`src/rtl/wm_phase_timer_if.sv`:
```
// wm_phase_timer_if: controller <-> phase timer signal bundle.
//   motor_on        controller motor command (wash cycle running)
//   drain_value_on  controller drain-valve command
//   drained         tub-empty sensor
//   cycle_timeout   wash cycle elapsed
//   spin_timeout    spin elapsed
//   busy            timer is counting a run
//   elapsed_ticks   ticks counted in the current run
// master: controller/sensor side. slave: the timer.
interface wm_phase_timer_if;
  logic        motor_on;
  logic        drain_value_on;
  logic        drained;
  logic        cycle_timeout;
  logic        spin_timeout;
  logic        busy;
  logic [15:0] elapsed_ticks;

  modport master (
    output motor_on, drain_value_on, drained,
    input  cycle_timeout, spin_timeout, busy, elapsed_ticks
  );

  modport slave (
    input  motor_on, drain_value_on, drained,
    output cycle_timeout, spin_timeout, busy, elapsed_ticks
  );
endinterface

```
`src/rtl/wm_phase_timer.sv`:
```
// wm_phase_timer: washing-machine wash/spin phase timer.
// A prescaler divides clk into ticks; the wash cycle times out after
// CYCLE_TICKS ticks of motor_on, the spin after SPIN_TICKS ticks of
// drain_value_on (started only when the tub reads drained).
// Ports:
//   clk    single clock, posedge
//   reset  synchronous, active-high
//   pause  (only with WM_TIMER_PAUSE_EN defined) freezes counting in RUN
//   tif    wm_phase_timer_if.slave: commands in, timeouts/busy/ticks out
// Optional feature macro: WM_TIMER_PAUSE_EN.
//
// state    | meaning
// IDLE     | waiting for motor_on, or drain_value_on with drained
// CYC_RUN  | counting the wash cycle
// CYC_DONE | wash cycle elapsed, waiting for motor_on to drop
// SPN_RUN  | counting the spin
// SPN_DONE | spin elapsed, waiting for drain_value_on to drop
module wm_phase_timer #(
  parameter int unsigned PRESCALE    = 100,
  parameter int unsigned CYCLE_TICKS = 600,
  parameter int unsigned SPIN_TICKS  = 300
) (
  input logic clk,
  input logic reset,
`ifdef WM_TIMER_PAUSE_EN
  input logic pause,
`endif
  wm_phase_timer_if.slave tif
);

  localparam logic [15:0] PRE_LAST  = 16'(PRESCALE - 1);
  localparam logic [15:0] CYC_LIMIT = 16'(CYCLE_TICKS);
  localparam logic [15:0] SPN_LIMIT = 16'(SPIN_TICKS);

  typedef enum logic [2:0] {
    IDLE     = 3'd0,
    CYC_RUN  = 3'd1,
    CYC_DONE = 3'd2,
    SPN_RUN  = 3'd3,
    SPN_DONE = 3'd4
  } state_t;

  state_t      state_q, state_d;
  logic [15:0] pre_q, pre_d;
  logic [15:0] elapsed_q, elapsed_d;
  logic        cycle_to_q, cycle_to_d;
  logic        spin_to_q, spin_to_d;

  logic        hold;
  logic        tick;
  logic [15:0] elapsed_inc;

`ifdef WM_TIMER_PAUSE_EN
  assign hold = pause;
`else
  assign hold = 1'b0;
`endif

  always_comb begin
    state_d     = state_q;
    pre_d       = pre_q;
    elapsed_d   = elapsed_q;
    tick        = (pre_q == PRE_LAST);
    elapsed_inc = elapsed_q + 16'd1;

    case (state_q)
      IDLE: begin
        // Counters sit at zero here, so entering a RUN state starts clean.
        pre_d     = '0;
        elapsed_d = '0;
        if (tif.motor_on) begin
          state_d = CYC_RUN;
        end else if (tif.drain_value_on && tif.drained) begin
          state_d = SPN_RUN;
        end
      end
      CYC_RUN: begin
        // Abort wins over a tick landing on the same edge.
        if (!tif.motor_on) begin
          state_d   = IDLE;
          pre_d     = '0;
          elapsed_d = '0;
        end else if (!hold) begin
          pre_d = tick ? 16'd0 : pre_q + 16'd1;
          if (tick) begin
            elapsed_d = elapsed_inc;
            if (elapsed_inc == CYC_LIMIT) state_d = CYC_DONE;
          end
        end
      end
      CYC_DONE: begin
        if (!tif.motor_on) begin
          state_d   = IDLE;
          pre_d     = '0;
          elapsed_d = '0;
        end
      end
      SPN_RUN: begin
        // drained is only an entry qualifier; once spinning it is ignored.
        if (!tif.drain_value_on) begin
          state_d   = IDLE;
          pre_d     = '0;
          elapsed_d = '0;
        end else if (!hold) begin
          pre_d = tick ? 16'd0 : pre_q + 16'd1;
          if (tick) begin
            elapsed_d = elapsed_inc;
            if (elapsed_inc == SPN_LIMIT) state_d = SPN_DONE;
          end
        end
      end
      SPN_DONE: begin
        if (!tif.drain_value_on) begin
          state_d   = IDLE;
          pre_d     = '0;
          elapsed_d = '0;
        end
      end
      default: begin
        state_d   = IDLE;
        pre_d     = '0;
        elapsed_d = '0;
      end
    endcase

    cycle_to_d = (state_d == CYC_DONE);
    spin_to_d  = (state_d == SPN_DONE);
  end

  always_ff @(posedge clk) begin
    if (reset) begin
      state_q    <= IDLE;
      pre_q      <= '0;
      elapsed_q  <= '0;
      cycle_to_q <= 1'b0;
      spin_to_q  <= 1'b0;
    end else begin
      state_q    <= state_d;
      pre_q      <= pre_d;
      elapsed_q  <= elapsed_d;
      cycle_to_q <= cycle_to_d;
      spin_to_q  <= spin_to_d;
    end
  end

  assign tif.cycle_timeout = cycle_to_q;
  assign tif.spin_timeout  = spin_to_q;
  assign tif.busy          = (state_q == CYC_RUN) || (state_q == SPN_RUN);
  assign tif.elapsed_ticks = elapsed_q;

endmodule

```
`src/flat_wrapper.sv`:
```
// flat-port wrapper written by rule: the top's interface ports become plain ports
module wm_phase_timer_flat 
#(
  parameter int unsigned PRESCALE    = 100,
  parameter int unsigned CYCLE_TICKS = 600,
  parameter int unsigned SPIN_TICKS  = 300
)
  (clk, reset, tif_motor_on, tif_drain_value_on, tif_drained, tif_cycle_timeout, tif_spin_timeout, tif_busy, tif_elapsed_ticks);
  wm_phase_timer_if tif_i ();
  input logic clk;
  input logic reset;
  input wire logic [$bits(tif_i.motor_on)-1:0] tif_motor_on;
  input wire logic [$bits(tif_i.drain_value_on)-1:0] tif_drain_value_on;
  input wire logic [$bits(tif_i.drained)-1:0] tif_drained;
  output wire logic [$bits(tif_i.cycle_timeout)-1:0] tif_cycle_timeout;
  output wire logic [$bits(tif_i.spin_timeout)-1:0] tif_spin_timeout;
  output wire logic [$bits(tif_i.busy)-1:0] tif_busy;
  output wire logic [$bits(tif_i.elapsed_ticks)-1:0] tif_elapsed_ticks;
  assign tif_i.motor_on = tif_motor_on;
  assign tif_i.drain_value_on = tif_drain_value_on;
  assign tif_i.drained = tif_drained;
  assign tif_cycle_timeout = tif_i.cycle_timeout;
  assign tif_spin_timeout = tif_i.spin_timeout;
  assign tif_busy = tif_i.busy;
  assign tif_elapsed_ticks = tif_i.elapsed_ticks;
  wm_phase_timer #(.PRESCALE(PRESCALE), .CYCLE_TICKS(CYCLE_TICKS), .SPIN_TICKS(SPIN_TICKS)) u_core (.clk(clk), .reset(reset), .tif(tif_i));
endmodule
```
`config.mk`:
```
export PLATFORM = sky130hd
export DESIGN_NAME = wm_phase_timer_flat
export DESIGN_NICKNAME = d
export VERILOG_FILES = /design/src/rtl/wm_phase_timer_if.sv /design/src/rtl/wm_phase_timer.sv /design/src/flat_wrapper.sv
export SDC_FILE = /design/constraint.sdc
export NUM_CORES = 1
export LEC_CHECK = 0
export ABC_AREA = 1
export BUFFER_PORTS_ARGS = -buffer_cell sky130_fd_sc_hd__clkbuf_2
export CAP_MARGIN = 20
export CELL_PAD_IN_SITES_DETAIL_PLACEMENT = 2
export CELL_PAD_IN_SITES_GLOBAL_PLACEMENT = 2
export CORE_MARGIN = 5
export CORE_UTILIZATION = 32
export CTS_CLUSTER_DIAMETER = 150
export DETAILED_ROUTE_END_ITERATION = 16
export GPL_ROUTABILITY_DRIVEN = 0
export PLACE_DENSITY = 0.75
export SETUP_SLACK_MARGIN = 0.15
export SLEW_MARGIN = 10
export SYNTH_ARGS = -nofsm -noshare
export SYNTH_HDL_FRONTEND = slang
export SYNTH_SLANG_ARGS = --single-unit
```
`constraint.sdc`:
```
create_clock -name clk -period 1.9 [get_ports clk]
set_input_delay 0.19 -clock clk [delete_from_list [all_inputs] [get_ports clk]]
set_output_delay 0.19 -clock clk [all_outputs]
set_load 0.01 [all_outputs]
```
==> summary by stage, run 1 <==
Drt
The highest layer used for signal routing is met4. The final route contains 2980 vias. The routed design has around 13000 microns of wire. The routed wire length on met3 is 470 microns.

The wire length on met2 is 7130 microns. In the routed layout, each cell is associated on average with a via count of 5.53. The detailed router put a total of 5140 microns of wire on met1.

After the first detailed-routing iteration, the DRC count stood at 119. The detailed-router iteration count before antenna repair is 4. The final antenna-violating net count is 0. The average wire per standard cell is 24.7 microns. The DRC violations left is 0.

Logic synthesis
By area the synthesized netlist is led by sky130_fd_sc_hd__dfxtp_1 (31%), sky130_fd_sc_hd__nand2_1 (15%), sky130_fd_sc_hd__nor2_1 (7.8%). During synthesis, Yosys emitted a total of 0 warnings. The post-synthesis cell type with the largest combined area is sky130_fd_sc_hd__dfxtp_1.

The cell area after technology mapping is 0.00242 sq mm. The synthesized flop and latch total is 37. The number of different library cells in the post-synthesis netlist is 37. The portion of synthesized area spent on multiplexers is 0. Of the total synthesized cell area, the portion taken by AND, OR, NAND and NOR gates is 0.454. The xor and xnor fraction of the mapped netlist area is 0.0109. The sequential fraction of the synthesis area is 0.306. Averaged over all synthesized cells, the footprint is 6.59 sq um.

The post-synth net total is 374. The number of cells produced by synthesis is roughly 370. The share of synthesized area in the top cell type comes to 0.306. The compound-gate portion of the synthesized area is 0.128. After synthesis, the largest family of logic cells by area is simple AND/OR/NAND/NOR gates. Of the total synthesized cell area, the portion taken by full adders, half adders and majority gates is 0.0104.

Pwr
The internal power is 0.00123 W. VDD sags by at most 0.325 mV. Of the total power, combinational logic draws 0.107.

The power density over cell area is roughly 480 mW/mm^2. The sequential cell fraction of total power is 0.453. Of the total power, the share spent switching nets is 0.283. In this run the power spent charging and discharging nets is between 0.0004 and 0.0005 W.

The clock share of power is 0.441. For this design the static power due to leakage is 1.39 nW.

Final layout
The final layout net count is around 450. The antenna diode count is 0. The area growth from synthesis to layout is 47.3%. The sequential cell area in the final layout is slightly below 800 sq um. The multi-input combinational cells in the finished layout cover a total of 0.00181 sq mm.

The count of cells in the finished layout, fillers not included, comes to 539. The final-layout fill cell count is 842. The post-layout utilization of the core is 0.488. The layout cell share with drive strength beyond 1 is 0.468. The finished layout cell area is 0.00356 sq mm.

STA
The top achievable clock speed is 0.502 GHz. The share of the clock period used by the worst path is 1.05. Setup repair after global routing could not meet its margin everywhere. The count of pins over their slew limit is 0.

Headroom to the max-slew limit came out at 0.695. The post-layout worst setup margin is -90.6 ps. Subtracting the final worst setup slack from the clock period gives 1990 ps. Across the routed clock network, the largest skew measured is between 10 and 15 ps. The setup violation total in the final timing report is 4. Hold timing on the final database bottoms out at a slack of 252 ps. The hold violation total from the final report was 0. The slew at the pin closest to its max-slew limit is 453 ps.

Worst hold path
The worst hold path begins at tif_drain_value_on. The worst min-delay path class is input port to register.

Critical path
The worst register-to-register path begins at u_core.tif.elapsed_ticks[7]$_SDFFE_PP0P_. The startpoint of the most critical setup path is u_core.tif.elapsed_ticks[7]$_SDFFE_PP0P_. The critical path is of the register to register type. The worst setup path is launched from a register. The critical path data required time is 2130 ps.

Data arrives at the worst endpoint at about 2200 ps. The sort of element at the end of the critical path is a register. The highest net fanout along the worst path is 6.

Clocking
For this design, the CTS-stage hold fixing added 0 buffers. Clock-pin slew was measured on the worst setup and hold paths at approximately 90 ps. The total clock sinks is 37. CTS placed an instance of sky130_fd_sc_hd__clkbuf_8 at the clock tree root.

TritonCTS built the clock tree. TritonCTS created 5 clock buffers. The number of buffers between clock root and the deepest sink is 2. The later pin in the worst-skew pair is clocked with a latency of 310 ps. The H-tree generated during clock tree synthesis spans 2 levels.

Placement
The number of buffer cells added on primary ports is 23. Counting tap cells, the placed design contains a total of 507 instances. Timing analysis after detailed placement gives a worst setup slack of -95.3 ps. In this run the cell area measured after placement is 0.00283 sq mm. The HPWL after detailed placement is 6980 microns.

Floorplanning
For this configuration, the core starts out at a cell density of 0.332. The area enclosed by the die boundary is 0.00939 sq mm. The number of top-level design ports is 24. The site row count is 31. The die is 96.9 microns wide. In this run the standard cell core region covers 0.00729 sq mm. The die height is between 90 and 100 microns.

Status
The final reports fail on negative setup slack. The run finished, with violations left.

Global routing
After global routing the overflow that remains totals 0. The largest net degree at the start of global routing is 17. The first global-routing pass estimated ~17000 microns of wire. For this run, the total global-route usage over all layers was measured as 0.221. The initial antenna violation count is 0. The via count of the first global-routing pass is 3102.

Job
The max-cap check violation count is 0.
-- power groups by stage --
stage | Clock [W] | Sequential [W] | Combinational, W
after global placement | 0 | 0.000804 | 0.000124
after global routing | 0.000809 | 0.000776 | 0.000192
after CTS | 0.000743 | 0.000775 | 0.000141
after floorplan | 0 | 0.000803 | 0.0000760
after detailed placement | 0 | 0.000804 | 0.000128
final | 0.000754 | 0.000775 | 0.000183
-- routing by layer --
layer	GRT usage	up-vias
li1	-	1346
met1	0.236	1490
met2	0.433	100
met3	0.0345	44
met4	0.0734	0
met5	0	-
-- cell type report --
type                            count  share of cell area
Multi-Input combinational cell    277               0.509
Timing Repair Buffer               72               0.152
Clock inverter                      3              0.0130
Clock buffer                        5              0.0193
Tap cell                           99              0.0348
Sequential cell                    37               0.221
Inverter                           46              0.0506
-- placed cells by master (no fill, tap or decap), types with 4 or more instances in the layout --
cell type / n
sky130_fd_sc_hd__nor3_1: 4
sky130_fd_sc_hd__nand3_1: 15
sky130_fd_sc_hd__a21oi_1: 9
sky130_fd_sc_hd__inv_1: 37
sky130_fd_sc_hd__dfxtp_1: 20
sky130_fd_sc_hd__dfxtp_4: 10
sky130_fd_sc_hd__a21oi_2: 5
sky130_fd_sc_hd__clkbuf_8: 5
sky130_fd_sc_hd__nor2_4: 16
sky130_fd_sc_hd__nand2_4: 5
sky130_fd_sc_hd__inv_2: 6
sky130_fd_sc_hd__clkbuf_2: 23
sky130_fd_sc_hd__nand2_1: 85
sky130_fd_sc_hd__a221oi_2: 9
sky130_fd_sc_hd__nand3_2: 7
sky130_fd_sc_hd__nor2_1: 31
sky130_fd_sc_hd__o21ai_0: 6
sky130_fd_sc_hd__nand4_1: 13
sky130_fd_sc_hd__buf_4: 39
sky130_fd_sc_hd__buf_6: 7
sky130_fd_sc_hd__nand2_2: 20
sky130_fd_sc_hd__dfxtp_2: 7
sky130_fd_sc_hd__nor2_2: 18
-- cells by family after synthesis --
logic type | count (synthesis)
compound gates | 45
buf+inv | 53
xor+xnor | 3
fa+ha+maj | 2
flops | 37
simple gates | 227
-- Yosys cell counts (all sizes together) --
library cell,instances
o21a,1
o21bai,3
nand3,24
xnor2,1
nor3b,1
ha,2
nor2,65
dlygate4sd1,1
nor3,9
buf,5
nand2,111
inv,46
xor2,2
nand4,13
o22ai,1
a211oi,5
o21ai,9
clkbuf,1
and3,1
o31a,1
dfxtp,37
nor4,1
a21oi,14
nand3b,2
a221oi,11
-- through the flow --
stage          total power (W)  TNS, ps
4_1_cts                0.00166        0
3_5_place_dp          0.000933    -96.6
3_3_place_gp          0.000928    -19.1
6_report               0.00171     -243
2_1_floorplan         0.000879        0
5_1_grt                0.00178    -1110
-- flip-flops by register name, summed over array words and instances, names as in the netlist --
| signal | cells |
|---|---|
| u_core.state_q | 3 |
| u_core.tif.spin_timeout | 1 |
| u_core.tif.elapsed_ticks | 16 |
| u_core.pre_q | 16 |
| u_core.tif.cycle_timeout | 1 |
-- worst max-delay path, cell delays in order (launching register included) --
cell,delay (ps)
sky130_fd_sc_hd__dfxtp_2,410
sky130_fd_sc_hd__nand2_1,170
sky130_fd_sc_hd__nor2_4,240
sky130_fd_sc_hd__nand3_1,140
sky130_fd_sc_hd__nand2_1,110
sky130_fd_sc_hd__nand2_1,110
sky130_fd_sc_hd__nor2_2,170
sky130_fd_sc_hd__nand2_4,110
sky130_fd_sc_hd__nor2_2,160
sky130_fd_sc_hd__nand2_1,90
sky130_fd_sc_hd__a21oi_1,190
-- worst paths after layout --
check | end | slack (ps) | cells after the start
setup / recovery | u_core.tif.cycle_timeout$_SDFF_PP0_ | -90 | 10
hold reg to reg | u_core.pre_q[15]$_SDFFE_PP0P_ | 510 | 1
hold / removal | u_core.tif.spin_timeout$_SDFF_PP0_ | 250 | 3
setup reg to reg | u_core.tif.cycle_timeout$_SDFF_PP0_ | -90 | 10
-- timing repair --
action                                  CTS  global route
pin swaps                                24            21
setup buffers                            12            12
resized for setup                        57            64
endpoints found under the setup margin   35            34
Note: power is estimated with default switching activity, not from simulation.
==> run 2: changes to the inputs <==
- BUFFER_PORTS_ARGS: -buffer_cell sky130_fd_sc_hd__clkbuf_2 -> -buffer_cell sky130_fd_sc_hd__buf_2
==> run 2 against run 1 <==
Compared with the run above:
- the flow still finishes with violations (negative setup slack)
- routed wire length is 20% lower
- sequential share of layout area increased by 1.1 points
- register-to-register slack improved by 50 ps
- cell area fell by 5.7%
- sequential cell count unchanged
- first-iteration DRC count fell by 14%
- clock skew is 4.6 ps higher
- worst setup slack gained 47 ps
- hold slack worse by 15 ps
- sequential power about the same
- critical path depth up 1
- largest cell class unchanged
- largest power group unchanged
==> summary by stage, run 2 (synthesis gave the netlist of run 1 again) <==
Critical path
Data on the critical path arrives at its endpoint at 2180 ps. For the worst setup path, the data required time is 2130 ps. In this run the worst setup path terminates at u_core.state_q[2]$_SDFF_PP0_. The startpoint of the most critical setup path is u_core.tif.elapsed_ticks[0]$_SDFFE_PP0P_.

The startpoint type of the worst setup path is a register. The number of cells on the worst reg-to-reg path is 11. In this run the register-to-register setup slack is -40 ps. The worst register-to-register path begins at u_core.tif.elapsed_ticks[0]$_SDFFE_PP0P_. STA classifies the critical path endpoint as a register.

In this run the critical register-to-register path is captured at u_core.state_q[2]$_SDFF_PP0_. The highest net fanout along the worst path is 6. The critical path in this run is classified as register to register.

Floorplanning
The site row count is 31. The floorplan step set the die width to 96.9 microns. The number of top-level design ports is 24. The area enclosed by the die boundary is 0.00939 sq mm. From bottom edge to top edge, the die measures 96.9 microns.

The starting density of the core is 0.332. The core region is 0.00729 sq mm.

Final layout
The finished layout cell area is 0.00336 sq mm. The library cell used most frequently in the layout, excluding fill and tap cells, is sky130_fd_sc_hd__nand2_1. The sequential cell area in the final layout is 778 sq um. The area growth from synthesis to layout is 38.8%. The total area of multi-input combinational cells is 0.00171 sq mm.

The antenna diode count is 0. The post-layout utilization of the core is 0.460. In the layout the commonest cells are sky130_fd_sc_hd__nand2_1 (87), sky130_fd_sc_hd__inv_1 (38), sky130_fd_sc_hd__buf_4 (38), sky130_fd_sc_hd__nor2_1 (35), sky130_fd_sc_hd__buf_2 (23). At the end of the flow, the number of nets in the layout was 440. In the final layout, the share of cells above drive strength 1 is 0.410. The final-layout fill cell count is slightly below 900.

Status
The checks that failed: negative setup slack. The flow ran to the end, but the final reports show violations.

Clocking
Clock-pin slew was measured on the worst setup and hold paths at 100 ps. The clock drives 37 sinks. CTS built an H-tree with a depth of 2. The library cell used as clock root buffer is sky130_fd_sc_hd__clkbuf_8. The clock passes through at most 2 buffers. The later pin in the worst-skew pair is clocked with a latency of 320 ps. The number of clock buffers added by TritonCTS is 5.

The TritonCTS clock tree is done.

Pwr
The internal power is 0.00108 W. Power spread over the standard cell area amounts to 463 mW/mm^2. The combinational share of power is 0.099.

Of the total power, the share spent switching nets is 0.302. The share of total power dissipated in the clock network is 0.401. The leakage power of the design is approximately 1.4 nW.

Of the total power, registers draw 0.500. The analysis attributes to net switching a power of 0.000470 W. The worst vdd rail ir drop is 0.222 mV.

STA
The count of pins over their slew limit is 0. Clock skew on the completed layout was measured at 16.1 ps. The setup total negative slack is -43.2 ps.

The tightest hold margin is 237 ps. Measured against its own limit, the worst slew margin works out to 0.634. For this run, the top clock speed supported by timing is between 0.5 and 0.6 GHz. The shortest period the worst path allows is between 1500 and 2000 ps.

The share of the clock period used by the worst path is 1.02. After layout, the worst setup slack is -43.2 ps. Setup violations remaining at the end of the flow were counted as 1.

At the pin with the least slew margin, the transition time is 549 ps. The hold violation total from the final report was 0. Setup repair after global routing could not meet its margin everywhere.

Global routing
The total overflow reported by the global router is 0. In the global route stage, overall resource usage came out at 0.199. Entering global routing, the biggest net connects 21 pins. The initial antenna violation count was 0. The first-pass GRT wire length is 15300 microns. The via count of the first global-routing pass came to 2999.

Drt
The per-cell via count in the routed design is 5.29. The aggregate routed wire length is 10700 microns. The number of design-rule violations left by the first detailed-router iteration is 102. The detailed-router iteration count before antenna repair is 4. Dividing the detail-routed wire length by the instance count gives approximately 20 microns. In the routed design, unresolved DRC markers number 0. The final antenna-violating net count is 0. Across all layers, the routed design uses roughly 2800 vias.

Placement
The half-perimeter wire length after detailed placement is 6790 microns. Timing analysis after detailed placement gives a worst setup slack of -29.1 ps. The number of buffer cells added on primary ports is 23. The post-detailed-placement cell area is between 0.002 and 0.003 sq mm.

Worst hold path
The launch point of the worst hold path is tif_drain_value_on. The worst min-delay path class is input port to register.

Job
The tool flagged a number of max-cap violations equal to 0.
[run 2: cell type report]
cell class | instances | area share
multi-input cells | 277 | 0.509
flip-flops and latches | 37 | 0.232
repair buffers | 66 | 0.141
inverters | 46 | 0.0537
well taps | 99 | 0.0369
clock buffers | 5 | 0.0205
clock inverters | 3 | 0.00671
[run 2: power groups by stage]
stage	Sequential, W	Clock, W	Combinational, W
after detailed placement	0.000804	0	0.000124
after floorplan	0.000803	0	0.0000760
after global placement	0.000804	0	0.000122
after CTS	0.000778	0.000604	0.000131
after global routing	0.000778	0.000667	0.000163
final	0.000777	0.000624	0.000153
[run 2: per-layer routing]
metal  up-vias  global-route usage  wire length (microns)
li1       1333                   -                      -
met1      1398               0.227                   4380
met2        62               0.391                   5660
met3        25              0.0288                    326
met4         0              0.0367                    308
met5         -                   0                      0
[run 2: critical path, cell delays in order (launching register included)]
cell and delay, ps:
sky130_fd_sc_hd__dfxtp_4 410, sky130_fd_sc_hd__inv_2 70, sky130_fd_sc_hd__nor2_4 140, sky130_fd_sc_hd__buf_12 130, sky130_fd_sc_hd__nand3_1 80, sky130_fd_sc_hd__nand2_1 110
sky130_fd_sc_hd__nand2_1 140, sky130_fd_sc_hd__nor2_4 180, sky130_fd_sc_hd__nand3_2 130, sky130_fd_sc_hd__nor2_1 190, sky130_fd_sc_hd__nand2_1 110, sky130_fd_sc_hd__a21oi_1 160
[run 2: repair_timing]
action                     in CTS  in global routing
gates cloned                    0                  0
setup endpoints to repair      30                 34
gates resized for setup        32                 56
pin swaps                       9                 29
buffers inserted               10                 10
hold buffers                    0                  0
hold endpoints to repair        0                  0
[run 2: per-stage QoR]
step,total power [W],std cells
5_1_grt,0.00161,533
3_3_place_gp,0.000927,505
4_1_cts,0.00151,523
3_5_place_dp,0.000928,505
2_1_floorplan,0.000879,367
6_report,0.00155,533
[run 2: worst min path at each step]
stage                     cells past startpoint                                 end  slack, ps
after floorplan                               3       u_core.pre_q[13]$_SDFFE_PP0P_        340
after global placement                        1       u_core.pre_q[15]$_SDFFE_PP0P_        430
after detailed placement                      1       u_core.pre_q[15]$_SDFFE_PP0P_        440
after CTS                                     3  u_core.tif.spin_timeout$_SDFF_PP0_        270
after global routing                          3  u_core.tif.spin_timeout$_SDFF_PP0_        240
final                                         3  u_core.tif.spin_timeout$_SDFF_PP0_        240
==> run 3: changes to the inputs <==
- ABC_AREA: 1 -> unset
- CORE_UTILIZATION: 32 -> 34
==> run 3 against run 2 <==
Compared with the run above:
- the run now fails in 4_1_cts
- synthesized cell count shrank 28%
- synthesized area decreased by 12%
==> summary by stage, run 3 <==
Clocking
The number of post-CTS setup repair buffers is 13. The total clock sinks is 37. The number of buffers between clock root and the deepest sink is 2. The number of hold buffers added after CTS was 0. TritonCTS created 5 clock buffers. The number of gates resized after CTS was 82.

The cell sitting at the root of the clock tree is a sky130_fd_sc_hd__clkbuf_8. The depth of the CTS H-tree is 2.

Floorplanning
The floorplan step set the die height to 89.0 microns. From left edge to right edge, the die measures a little under 90 microns. The number of top-level design ports is 24. For this configuration, the core starts out at a cell density of 0.354.

After floorplanning, the core was divided into 28 placement rows.

Status
The stage where the run ended is 4_1_cts. The flow did not finish. The first error in the log reads "[ERROR DPL-0033] detailed placement checks failed during check placement".

Logic synthesis
The Yosys step of the flow raised 0 warnings. In the synthesized netlist the async set-or-reset flop fraction comes to 0. The synthesized design contains 37 register bits.

Synthesis produced a netlist whose cell count is 266. In this run the cell area of the synthesized design comes to about 0.0021 sq mm. The commonest cells after synthesis are sky130_fd_sc_hd__dfxtp_1 (37), sky130_fd_sc_hd__nor2_1 (37), sky130_fd_sc_hd__a21oi_1 (27). The largest total area in the synthesized netlist belongs to sky130_fd_sc_hd__dfxtp_1.

The fraction of synthesized cell area taken by the top area cell type is 0.349. After synthesis, the mean cell area works out to approximately 8.0 sq um. By area the synthesized netlist is led by sky130_fd_sc_hd__dfxtp_1 (35%), sky130_fd_sc_hd__nor2_1 (6.5%), sky130_fd_sc_hd__a21oi_1 (6.4%).

Of the synthesized area, sequential elements account for 0.349. The post-synth net total is 273. The count of flip-flops with a built-in enable after synthesis is 0. The number of different library cells in the post-synthesis netlist is 55. The most used flip-flop cell after synthesis is sky130_fd_sc_hd__dfxtp_1.

Placement
The post-detailed-placement cell area is 0.00289 sq mm. The wire-length estimate of the detail-placed layout is 6620 microns. The pre-CTS setup slack is -273 ps.

The number of buffer cells added on primary ports is 23.
-- run 3: cell families after synthesis --
group | synth area share
DFF | 0.349
xor gates and xnor gates | 0.0701
and+or+nand+nor | 0.351
muxes | 0.00471
adders and majority gates | 0.0118
buffers and inverters | 0.0371
AOI/OAI and AO/OA | 0.177
-- run 3: per-stage QoR --
stage               cells  hold WS [ps]  setup TNS, ps  utilization
floorplan             266           338           -400            -
global placement      422           493           -662        0.483
detailed placement    422           512          -2530        0.483
==> run 4: changes to the inputs <==
- CELL_PAD_IN_SITES_DETAIL_PLACEMENT: 2 -> unset
- CELL_PAD_IN_SITES_GLOBAL_PLACEMENT: 2 -> unset
- CORE_UTILIZATION: 34 -> 35
- CTS_CLUSTER_DIAMETER: 150 -> unset
- PLACE_DENSITY: 0.75 -> unset
- PLACE_DENSITY_LB_ADDON: unset -> 0.15
- SETUP_SLACK_MARGIN: 0.15 -> unset
==> run 4 against run 3 <==
Compared with the run above:
- the flow now finishes, with violations (negative setup slack)
- synthesized area stayed put
- synthesized cell count did not move
==> summary by stage, run 4 <==
Status
The flow ran to the end, but the final reports show violations. The checks that failed: negative setup slack.

Logic synthesis
By count the netlist is led by sky130_fd_sc_hd__dfxtp_1 (37), sky130_fd_sc_hd__nor2_1 (37), sky130_fd_sc_hd__a21oi_1 (27). The share of synthesized area in the top cell type comes to 0.349. The async set or reset register ratio after synthesis is 0. After synthesis, the mean cell area works out to 7.98 sq um.

The number of different library cells in the post-synthesis netlist is between 50 and 60. The post-synthesis cell type with the largest combined area is sky130_fd_sc_hd__dfxtp_1. The sequential fraction of the synthesis area is 0.349. After synthesis the cells add up to around 0.0021 sq mm.

The count of flip-flops with a built-in enable after synthesis is 0. For this run, the number of Yosys warnings is 0. Sorting the synthesized cells by area gives the leading types as sky130_fd_sc_hd__dfxtp_1 (35%), sky130_fd_sc_hd__nor2_1 (6.5%), sky130_fd_sc_hd__a21oi_1 (6.4%). The number of cells produced by synthesis is about 270. Synthesis inferred 37 register bits. The most used flip-flop cell after synthesis is sky130_fd_sc_hd__dfxtp_1.

The number of nets handed over by synthesis was between 200 and 300.

Global routing
The global-route usage over all layers is 0.164. The total overflow reported by the global router is 0. The via count of the first global-routing pass is 2122.

The first global-routing pass estimated 10000 microns of wire. The largest net degree at the start of global routing is 19. The initial antenna violation count is 0.

Placement
The half-perimeter wire length after detailed placement is roughly 4300 microns. The pre-CTS setup slack is -148 ps. In this run the cell area measured after placement is roughly 0.0028 sq mm. The number of buffer cells added on primary ports is 23.

Final layout
After routing the design area is 0.00309 sq mm. Relative to the synthesized area, the layout overhead comes to 45.4%. After the last flow step, the layout net total stands at between 300 and 400.

The antenna diode count is 0. In the final layout, the share of cells above drive strength 1 is 0.417. In the layout the commonest cells are sky130_fd_sc_hd__buf_4 (65), sky130_fd_sc_hd__nor2_1 (37), sky130_fd_sc_hd__a21oi_1 (25), sky130_fd_sc_hd__buf_2 (24), sky130_fd_sc_hd__dfxtp_1 (22). The library cell used most frequently in the layout, excluding fill and tap cells, is sky130_fd_sc_hd__buf_4.

STA
Setup violations remaining at the end of the flow were counted as 5. Based on the critical path, the design can be clocked at up to 0.496 GHz. The post-layout worst setup margin is -115 ps.

The count of pins over their slew limit is 0. The post-route clock skew is 6.67 ps. The slew at the pin closest to its max-slew limit is 397 ps. The shortest period the worst path allows is 2020 ps. The tightest slew margin relative to the limit is 0.735. The share of the clock period used by the worst path is 1.06. Setup repair after global routing could not meet its margin everywhere. The hold violation total from the final report was 0.

Clocking
The quantity of hold-fixing buffers added after cts is 0. TritonCTS built the clock tree. The clock input transition at the sequential cells of the worst setup and hold paths is 70 ps. The H-tree was split into 2 levels. The library cell used as clock root buffer is sky130_fd_sc_hd__clkbuf_8. The clock latency on the worst-skew pair is ~290 ps. The total clock sinks is 37.

No sink is reached through more buffers than the 2 on the longest clock path. In this run, CTS created clock tree buffers numbering 5.

Critical path
Data arrives at the worst endpoint at approximately 2200 ps. The sort of element at the end of the critical path is a register. The delay contributed by the slowest stage of the critical path is 540 ps. Data on the critical path is required at its endpoint by 2120 ps. In this run the worst path has a maximum fanout of 3. Traced cell by cell, the critical path runs through nand3_4, or4_4, xnor2_2, or4_4, nor3b_2, o211a_1. The startpoint type of the worst setup path is a register. The critical path's slowest cell is sky130_fd_sc_hd__or4_4. The cell occurring most often along the worst timing path is sky130_fd_sc_hd__or4_4. The type of the worst setup path is register to register.

Floorplanning
The core area is 0.00592 sq mm. The initial utilization of the core area, before any placement, comes to 0.359. Row generation in the floorplan step produced 28 rows. The die height is 87.9 microns. The number of top-level design ports is 24. From left edge to right edge, the die measures 87.9 microns.

The area enclosed by the die boundary is ~0.0077 sq mm.

Drt
After the first detailed-routing iteration, the DRC count stood at 75. The vias after detailed routing is 2190. The aggregate routed wire length is 5870 microns. The first TritonRoute pass finished after 4 iterations. The DRC violations left is 0.

Using the TritonRoute via totals, the vias-per-cell ratio works out to 5.09. Dividing the detail-routed wire length by the instance count gives 13.7 microns. The detail route stage leaves a number of antenna-violating nets equal to 0.

Pwr
The power density over cell area is 481 mW/mm^2. The leakage power of the design is 1.28 nW. VDD sags by at most 0.246 mV.

Job
The tool flagged a number of max-cap violations equal to 0.

Worst hold path
The worst min-delay path class is input port to register.
==> run 4: cell counts after synthesis <==
No cell type changed its count.
==> run 4: logic make-up after synthesis <==
logic type,count (synthesis),share of synthesized area
AND/OR/NAND/NOR,130,0.351
AO/OA/AOI/OAI,61,0.177
flip-flops,37,0.349
buffers and inverters,18,0.0371
XOR/XNOR,17,0.0701
adder cells (fa/ha/maj),2,0.0118
multiplexers,1,0.00471
==> run 4: stage by stage <==
stage | utilization | setup TNS (ps) | hold WS (ps) | cells | total power [W]
after floorplan | - | -400 | 338 | 266 | 0.000843
after global placement | 0.481 | -611 | 488 | 416 | 0.000884
after detailed placement | 0.481 | -682 | 496 | 416 | 0.000885
after CTS | 0.506 | -501 | 223 | 426 | 0.00150
after global routing | 0.521 | -853 | 226 | 430 | 0.00155
final | 0.521 | -435 | 218 | 430 | 0.00149
==> run 4: final timing paths <==
path | endpoint | startpoint | slack [ps] | cells after the start
setup / recovery | u_core.state_q[2]$_SDFF_PP0_ | u_core.tif.elapsed_ticks[4]$_SDFFE_PP0P_ | -120 | 6
hold / removal | u_core.state_q[2]$_SDFF_PP0_ | tif_drain_value_on | 220 | 2
setup reg to reg | u_core.state_q[2]$_SDFF_PP0_ | u_core.tif.elapsed_ticks[4]$_SDFFE_PP0P_ | -120 | 6
hold reg to reg | u_core.tif.elapsed_ticks[15]$_SDFFE_PP0P_ | u_core.tif.elapsed_ticks[15]$_SDFFE_PP0P_ | 510 | 2
==> run 4: repair_timing <==
| action | 4_1_cts | 5_1_grt |
|---|---|---|
| cloned | 0 | 1 |
| resized for setup | 8 | 18 |
| pin swaps | 4 | 4 |
| setup buffers | 3 | 3 |
| endpoints found under the hold margin | 0 | 0 |
| setup endpoints to repair | 11 | 33 |
==> run 4: critical path, delay by kind of cell (launching register included) <==
kind | cells | cell delay, ps
and+or+nand+nor | 4 | 1280
xor gates and xnor gates | 1 | 160
AOI/OAI and AO/OA | 1 | 150
DFF | 1 | 360
==> run 4: where the power goes <==
| group | total, W | switching [W] | internal [W] |
|---|---|---|---|
| logic | 0.000101 | 0.0000605 | 0.0000406 |
| registers | 0.000773 | 0.00000386 | 0.000769 |
| clock network | 0.000612 | 0.000283 | 0.000328 |
==> run 4: final cells by class <==
cell class / instances / area [sq um]
clock buffers: 7 / 96.3
clock inverters: 1 / 5.00
fillers: 572 / 2830
inverters: 8 / 30.0
multi-input cells: 211 / 1440
flip-flops and latches: 37 / 777
well taps: 75 / 93.8
repair buffers: 91 / 643
==> run 4: per-layer routing <==
| metal | wire length (microns) | vias up | GRT usage | share of wire |
|---|---|---|---|---|
| li1 | - | 1129 | - | - |
| met2 | 2650 | 29 | 0.249 | 0.45 |
| met5 | 0 | - | 0 | 0 |
| met4 | 29 | 0 | 0.0404 | 0.0049 |
| met3 | 224 | 2 | 0.0292 | 0.038 |
| met1 | 2970 | 1030 | 0.239 | 0.51 |
